[config.mk]
export PLATFORM = sky130hd
export DESIGN_NAME = tlp_cpl_send
export DESIGN_NICKNAME = d
export VERILOG_FILES = /design/src/rtl/tlp_xcvr_pkg.sv /design/src/rtl/tlp_cpl_send.sv
export SDC_FILE = /design/constraint.sdc
export NUM_CORES = 1
export LEC_CHECK = 0
export ABC_AREA = 0
export CELL_PAD_IN_SITES_DETAIL_PLACEMENT = 0
export CELL_PAD_IN_SITES_GLOBAL_PLACEMENT = 1
export CORE_MARGIN = 3
export CORE_UTILIZATION = 27
export DETAILED_ROUTE_END_ITERATION = 16
export PLACE_DENSITY_LB_ADDON = 0.25
export SLEW_MARGIN = 20
export SYNTH_ARGS = -nofsm -noshare
export SYNTH_HDL_FRONTEND = slang
export SYNTH_SLANG_ARGS = --single-unit
[constraint.sdc]
create_clock -name pcieClk_in -period 1.8 [get_ports pcieClk_in]
set_input_delay 0.36 -clock pcieClk_in [delete_from_list [all_inputs] [get_ports pcieClk_in]]
set_output_delay 0.36 -clock pcieClk_in [all_outputs]
set_load 0.02 [all_outputs]
[src/rtl/tlp_xcvr_pkg.sv]
// Shared types and constants for the PCIe transceiver: action records from the
// receive FSM and the completion header builder used on the transmit side.
package tlp_xcvr_pkg;

    typedef logic [3:0]  ExtChan;
    typedef logic [15:0] BusID;
    typedef logic [7:0]  Tag;
    typedef logic [63:0] uint64;

    typedef enum logic {
        ACT_REG_READ  = 1'b0,
        ACT_REG_WRITE = 1'b1
    } ActType;

    typedef struct packed {
        ActType      typ;
        ExtChan      chan;
        logic [31:0] data;
        BusID        reqID;
        Tag          tag;
    } Action;

    typedef enum logic [2:0] {
        S_IDLE  = 3'd0,
        S_WRITE = 3'd1,
        S_READ  = 3'd2,
        S_CPL0  = 3'd3,
        S_CPL1  = 3'd4,
        S_CPL2  = 3'd5
    } CplState;

    // fmt 3DW-with-data, type CplD, TC0, no TD/EP, length 1 DW
    localparam logic [31:0] CPL_DW0        = 32'h4A00_0001;
    localparam logic [2:0]  CPL_STATUS_SC  = 3'b000;
    localparam logic [11:0] CPL_BYTE_COUNT = 12'd4;
    localparam logic [31:0] RD_TIMEOUT_DAT = 32'hDEAD_BEEF;

    typedef struct packed {
        logic [63:0] dw10;
        logic [31:0] dw2;
    } CplHdr;

    function automatic CplHdr genCplHdr(input BusID completerID, input BusID reqID,
                                        input Tag tag, input ExtChan chan);
        CplHdr h;
        h.dw10 = {completerID, CPL_STATUS_SC, 1'b0, CPL_BYTE_COUNT, CPL_DW0};
        h.dw2  = {reqID, tag, 1'b0, {chan, 3'b000}};
        return h;
    endfunction

endpackage

[src/rtl/tlp_cpl_send.sv]
// Consumes register actions: writes go straight to the application port, reads are
// answered with a 1-DW Completion-with-Data on the 64-bit Avalon-ST TX interface.
//
// state   | meaning
// S_IDLE  | wait for an action; pop and latch it
// S_WRITE | register write held until the application accepts
// S_READ  | register read pending; counts towards the read timeout
// S_CPL0  | TX beat {DW1,DW0}, SOP
// S_CPL1  | TX beat {pad,DW2}
// S_CPL2  | TX beat {pad,data}, EOP
module tlp_cpl_send
    import tlp_xcvr_pkg::*;
#(
    parameter int RD_TIMEOUT = 255
) (
    input  logic        pcieClk_in,
    input  logic        pcieReset_in,
    input  logic [12:0] cfgBusDev_in,
    input  Action       actData_in,
    input  logic        actValid_in,
    output logic        actReady_out,
    output ExtChan      cpuChan_out,
    output logic [31:0] cpuWrData_out,
    output logic        cpuWrValid_out,
    input  logic        cpuWrReady_in,
    output logic        cpuRdReq_out,
    input  logic [31:0] cpuRdData_in,
    input  logic        cpuRdValid_in,
    output uint64       txData_out,
    output logic        txValid_out,
    input  logic        txReady_in,
    output logic        txSOP_out,
    output logic        txEOP_out
);

    localparam logic [7:0] TO_LAST = 8'(RD_TIMEOUT - 1);

    CplState     state_q, state_d;
    logic [7:0]  cnt_q, cnt_d;
    ExtChan      chan_q, chan_d;
    logic [31:0] data_q, data_d;
    BusID        req_id_q, req_id_d;
    Tag          tag_q, tag_d;
    CplHdr       cpl_hdr;

    assign cpl_hdr       = genCplHdr({cfgBusDev_in, 3'b000}, req_id_q, tag_q, chan_q);
    assign cpuChan_out   = chan_q;
    assign cpuWrData_out = data_q;

    always_ff @(posedge pcieClk_in) begin
        if (pcieReset_in) begin
            state_q  <= S_IDLE;
            cnt_q    <= '0;
            chan_q   <= '0;
            data_q   <= '0;
            req_id_q <= '0;
            tag_q    <= '0;
        end else begin
            state_q  <= state_d;
            cnt_q    <= cnt_d;
            chan_q   <= chan_d;
            data_q   <= data_d;
            req_id_q <= req_id_d;
            tag_q    <= tag_d;
        end
    end

    always_comb begin
        state_d        = state_q;
        cnt_d          = cnt_q;
        chan_d         = chan_q;
        data_d         = data_q;
        req_id_d       = req_id_q;
        tag_d          = tag_q;
        actReady_out   = 1'b0;
        cpuWrValid_out = 1'b0;
        cpuRdReq_out   = 1'b0;
        txValid_out    = 1'b0;
        txSOP_out      = 1'b0;
        txEOP_out      = 1'b0;
        txData_out     = '0;

        case (state_q)
            S_IDLE: begin
                if (actValid_in) begin
                    actReady_out = 1'b1;
                    chan_d       = actData_in.chan;
                    data_d       = actData_in.data;
                    req_id_d     = actData_in.reqID;
                    tag_d        = actData_in.tag;
                    if (actData_in.typ == ACT_REG_WRITE) begin
                        state_d = S_WRITE;
                    end else begin
                        state_d = S_READ;
                        cnt_d   = '0;
                    end
                end
            end
            S_WRITE: begin
                cpuWrValid_out = 1'b1;
                if (cpuWrReady_in) state_d = S_IDLE;
            end
            S_READ: begin
                cpuRdReq_out = 1'b1;
                cnt_d        = cnt_q + 8'd1;
                // real data wins over a timeout in the same cycle
                if (cpuRdValid_in) begin
                    data_d  = cpuRdData_in;
                    state_d = S_CPL0;
                end else if (cnt_q == TO_LAST) begin
                    data_d  = RD_TIMEOUT_DAT;
                    state_d = S_CPL0;
                end
            end
            S_CPL0: begin
                txValid_out = 1'b1;
                txSOP_out   = 1'b1;
                txData_out  = cpl_hdr.dw10;
                if (txReady_in) state_d = S_CPL1;
            end
            S_CPL1: begin
                txValid_out = 1'b1;
                txData_out  = {32'h0, cpl_hdr.dw2};
                if (txReady_in) state_d = S_CPL2;
            end
            S_CPL2: begin
                txValid_out = 1'b1;
                txEOP_out   = 1'b1;
                txData_out  = {32'h0, data_q};
                if (txReady_in) state_d = S_IDLE;
            end
            default: state_d = S_IDLE;
        endcase

        if (pcieReset_in) begin
            actReady_out   = 1'b0;
            cpuWrValid_out = 1'b0;
            cpuRdReq_out   = 1'b0;
            txValid_out    = 1'b0;
            txSOP_out      = 1'b0;
            txEOP_out      = 1'b0;
            txData_out     = '0;
        end
    end

endmodule
== Yosys cells after proc, flatten, opt, wreduce, memory -nomap -nowiden ==
Cells that the tools add are included.
Storage, ports and cells
  word-level logic and storage cells: 58
  flip-flop bits (word level): 71
Operators by class
  equal/unequal tests: 13
  reductions and logical operators: 7
  $add $sub $neg: 1
  multiplexer cells: 31
Operators with widths (number)
  one-hot mux 64 bit (3 select lines): 1
  2-to-1 mux 32 bit: 3
  2-to-1 mux 64 bit: 1
  one-hot mux 32 bit (2 select lines): 1
  2-to-1 mux 3 bit: 7
  one-hot mux 3 bit (6 select lines): 1
  2-to-1 mux 8 bit: 2
  one-hot mux 8 bit (2 select lines): 1
  2-to-1 mux 1 bit: 13
  != test 2 bit (second input constant): 6
  adder 8 x 1 -> 8 bit (second input constant): 1
  == test 8 bit (second input constant): 1
  == test 3 x 2 -> 1 bit (second input constant): 2
  == test 3 bit (second input constant): 2
  AND reduction 3 bit: 2
  AND reduction 6 bit: 1
  == test 3 x 1 -> 1 bit (second input constant): 1
  zero test 3 bit: 1
  != test 3 bit (second input constant): 1
  OR reduction 3 bit: 1
  2-to-1 mux 2 bit: 1
  AND reduction 2 bit: 1
  nonzero test 2 bit: 1

== Depth between registers and ports, before layout ==
  word-level depth: 4
  mapped depth: 7
  mapped depth without buffers: 6

== Least setup slack after synthesis ==
Ideal clock, no wire load.
  path kind: reg-to-output
  from: register state_q[1]
  to: output port txData_out[55]
  arrival: 1416 ps
  setup slack: 24 ps
  required time: 1440 ps
  stages on the path, launching flop included: 6
  cells stage by stage: dfxtp_1 > buf_4 > nor2b_1 > nor2b_1 > buf_2 > and2_1
On the way
  cells in the longest elaborated chain, start to end: 3
  elaborated cells on any way between the ends: 5
  those cells by class: eq/ne: 3; mux: 2
Ends and longest elaborated chain
  from (decl): RTL line tlp_cpl_send.sv:38  | CplState state_q, state_d;
  from (signal assigned): RTL line tlp_cpl_send.sv:59  | state_q <= state_d;
  == test 3 bit / == test 3 x 2 -> 1 bit (equally long branches): RTL line tlp_cpl_send.sv:83  | case (state_q)
  one-hot mux 64 bit (3 select lines) (*): RTL line tlp_cpl_send.sv:83
  2-to-1 mux 64 bit (*): RTL line tlp_cpl_send.sv:135  | if (pcieReset_in) begin
  to (decl): RTL line tlp_cpl_send.sv:29  | output uint64 txData_out,
Every way passes the cells marked *; elsewhere a longest branch is shown, timed or not.

== Worst setup path in the final report ==
  from: register state_q[0]
  to: output port txData_out[20]
Same word-level chain as after synthesis.

==> impl_results.md <==
* Clock power frac at 28.5%
* Die area at between 0.015 and 0.02 mm²
* Delay-heaviest family, CP: flip-flops
* Post-route design area at between 0.006 and 0.007 mm²
* Post-Synth XOR/XNOR Area at less than 1%
* Final Hold Violating Endpoints at 0
* Nets at between 800 and 900
* R2R Path End: cpuWrData_out[29]
* Layout Cells excl Fill at around 900
* R2R depth at 7
* CP Max Fanout at 19
* CP endpoint kind: output port
* TritonCTS buffer count at 9
* CP max stage delay at around 0.4 ns
* Hold path start: tag_q[5]
* DRT Wirelength at around 16000 µm
* Final worst path period need at about 1.8 ns
* Combinational power share at 40.0%
* Final setup viols at 19
* Pins Over Slew Limit at 0
* Fmax at ~0.54 GHz
* Hold Crit Class: flip-flop to flip-flop
* Slowest-stage cell, CP: dfxtp_4
* Clk_skew at between 0.007 and 0.008 ns
* CTS tree: built
* Setup tns final at -0.297 ns
* P_int at slightly above 0.004 W
* Clock-pin slew on the worst setup and hold paths at 0.06 ns
* Sequential share of power at approximately a third
* Hold depth at 2
* Inst Count DP at roughly 900
* Crit Path Category: flip-flop to output port
* # IOs at about 220
* Row cnt at 43
* Worst vdd ir at approximately 0.43 mV
* Post-synthesis register bit count at 71
* Vias in the first global route at 4573
* Drt pass-1 iters at 6
* Period utilisation layout at 102%
* Syn Area/Cell at a little under 8 µm²
* Via count at 4521
* Largest family of logic cells by synthesized area: simple AND/OR/NAND/NOR gates
* Post-synthesis mux area share at ~7.4%
* Reg-to-reg slack, setup at ~0.070 ns
* Most frequent cell after synthesis: nand2_1
* EDFF count, synth at 0
* DRC Markers at 0
* NetSw at between 0.002 and 0.0025 W
* Placement Cell Area at approximately 0.0063 mm²
* Top post-synthesis cells by area: dfxtp_1 (36%), a21oi_1 (8.8%), nand2_1 (6.9%), mux2i_1 (6.6%), o2111ai_1 (5.7%)
* Seq/Total Area, Yosys at between 30% and 40%
* Reg-to-Reg Start: state_q[0]
* Sw Share at 34.8%
* Synth warn at 0
* DIE HEIGHT at approximately 130 µm
* Synth Area in Compound Gates at between 20 and 25%
* Simple-Gate Fraction of Synth Area at a little under a quarter
* Area Overhead vs Synth at 75.4%
* Commonest cells post-synth: nand2_1 (73), dfxtp_1 (71), a21oi_1 (70)
* Sink Count at 71
* WP data arrival at 1.48 ns
* Setup crit start kind: flip-flop
* PD cells at between 900 and 1000 mW/mm²
* Initial core utilization at around 28%
* Synth cell types at 43
* Total gr overflow at 0
* Synth top area share at between 30% and 40%
* Synthesized-area fraction occupied by adder cells at 0.630%
* Synth Instances at 500
* Dominant cell type by area after synthesis: dfxtp_1
* Main synth FF type: dfxtp_1
* GP Congestion at approximately 0.84
* # diodes at 0
* Sink of the worst hold path: tag_q[5]
* Worst EP required at ~1.4 ns
* HPWL Detailed at between 10000 and 15000 µm
* RSZ-0062 raised after global routing: yes
* Routed len/inst at between 15 and 20 µm
* Core Region at 0.0141 mm²
* Setup ws final at -0.0368 ns
* Leakage Power at between 2 and 3 nW
* Die X-Extent at ~130 µm
* Gr usage total at around a fifth
* Initial detailed-routing violation count at ~250
* H-tree depth at 3
* Max cap viols at 0
* Largest net degree at the start of global routing at 55
* CTS Hold Bufs at 0
* Proportion of layout cells with a drive suffix above 1 at about a quarter
* Later-pin clock latency in the skew report at roughly 0.33 ns
* Cell Area, Synth at just under 0.004 mm²
* Post-route ant nets at 0
* CP bufs+invs at 2
* Status: complete, but fails checks
* Root Driver: clkbuf_16
* Failing checks: setup timing
* Number of vias per cell at ~5.0
* Clock Path Buffers at 2
* First-pass GRT wire length at about 24000 µm
* Ys async rst share at 0%
* Number of buffers added on ports at about 200
* Crit-path cells: buf_12 > mux2i_2 > nor2_4 > buf_6
* Initial antenna violation count at 0
routing by layer:
metal  track usage [%]  routed length [µm]  vias up
met1              23.1                6890     2169
met5                 0                   0        -
met3              5.10                 971       21
li1                  -                   -     2181
met2              32.7                8160      150
met4              5.49                 276        0
cells by family (layout without fill, tap and decap cells):
group                    after synthesis  after routing
buffers and inverters                 66            272
other                                  1             18
XOR/XNOR                               3              3
adder cells (fa/ha/maj)                2              2
AO/OA/AOI/OAI                        145            145
flip-flops                            71             71
multiplexers                          29             29
AND/OR/NAND/NOR                      183            183
sequential cells by signal, summed over array words and instances, names as in the netlist:
| register | count |
|---|---|
| cnt_q | 8 |
| cpuChan_out | 4 |
| cpuWrData_out | 32 |
| req_id_q | 16 |
| state_q | 3 |
| tag_q | 8 |
through the flow:
| step | util (%) | power [W] | setup slack (ns) | hold WS, ns |
|---|---|---|---|---|
| 5_1_grt | 49.2 | 0.00662 | -0.0971 | 0.480 |
| 4_1_cts | 47.9 | 0.00621 | -0.0451 | 0.455 |
| 6_report | 49.2 | 0.00631 | -0.0368 | 0.457 |
| 3_3_place_gp | 44.7 | 0.00427 | -0.365 | 0.441 |
| 2_1_floorplan | - | 0.00321 | 0.0237 | 0.434 |
| 3_5_place_dp | 44.7 | 0.00429 | -0.347 | 0.446 |
worst max-delay path by stage:
stage,from,to,cells after the start,slack (ns)
4_1_cts,state_q[2],txData_out[21],5,-0.05
3_5_place_dp,actValid_in,actReady_out,4,-0.35
2_1_floorplan,state_q[1],txData_out[55],5,0.02
6_report,state_q[0],txData_out[20],4,-0.04
3_3_place_gp,actValid_in,actReady_out,4,-0.36
5_1_grt,state_q[1],txData_out[21],5,-0.1
timing repair:
action                                  in CTS  in global routing
gates cloned                                 2                  2
gates resized for setup                    324                 38
endpoints found under the hold margin        0                  0
endpoints found under the setup margin      54                 56
setup buffers                                1                  2
pin swaps                                    6                  8
cell usage in the layout, fill, tap and decap left out, types with 4 or more instances in the layout:
cell type,count
clkdlybuf4s50_1,144
nand2_1,69
dfxtp_1,68
a21oi_1,66
buf_4,61
buf_6,30
o21ai_0,28
o2111ai_1,26
nand3b_1,25
mux2i_1,18
conb_1,18
and2_1,15
nor2_2,15
clkbuf_16,11
nor2_1,10
nand3_1,10
nor2_4,9
a311oi_1,8
buf_2,8
buf_12,6
mux2i_4,4
nand2_2,4
a21oi_2,4
mux2i_2,4
cell type report:
| class | count | area, µm² |
|---|---|---|
| clock buffer | 11 | 243 |
| clock inverter | 5 | 56.3 |
| fill | 1388 | 7180 |
| inverter | 2 | 7.51 |
| multi-input combinational | 380 | 2510 |
| sequential | 71 | 1430 |
| tap | 180 | 225 |
| timing repair buffer | 254 | 2500 |
worst min-delay path, cell delays in order (launching register included):
cell	delay, ns
dfxtp_1	0.31
nand2_1	0.05
a21oi_1	0.05
power by group through the flow:
| stage | Sequential (W) | Combinational (W) | Clock [W] |
|---|---|---|---|
| finish | 0.00199 | 0.00252 | 0.00180 |
| global placement | 0.00199 | 0.00228 | 0 |
| detailed placement | 0.00200 | 0.00230 | 0 |
| floorplan | 0.00212 | 0.00109 | 0 |
| CTS | 0.00198 | 0.00238 | 0.00185 |
| global route | 0.00201 | 0.00270 | 0.00190 |
Note: power is estimated with default switching activity, not from simulation.
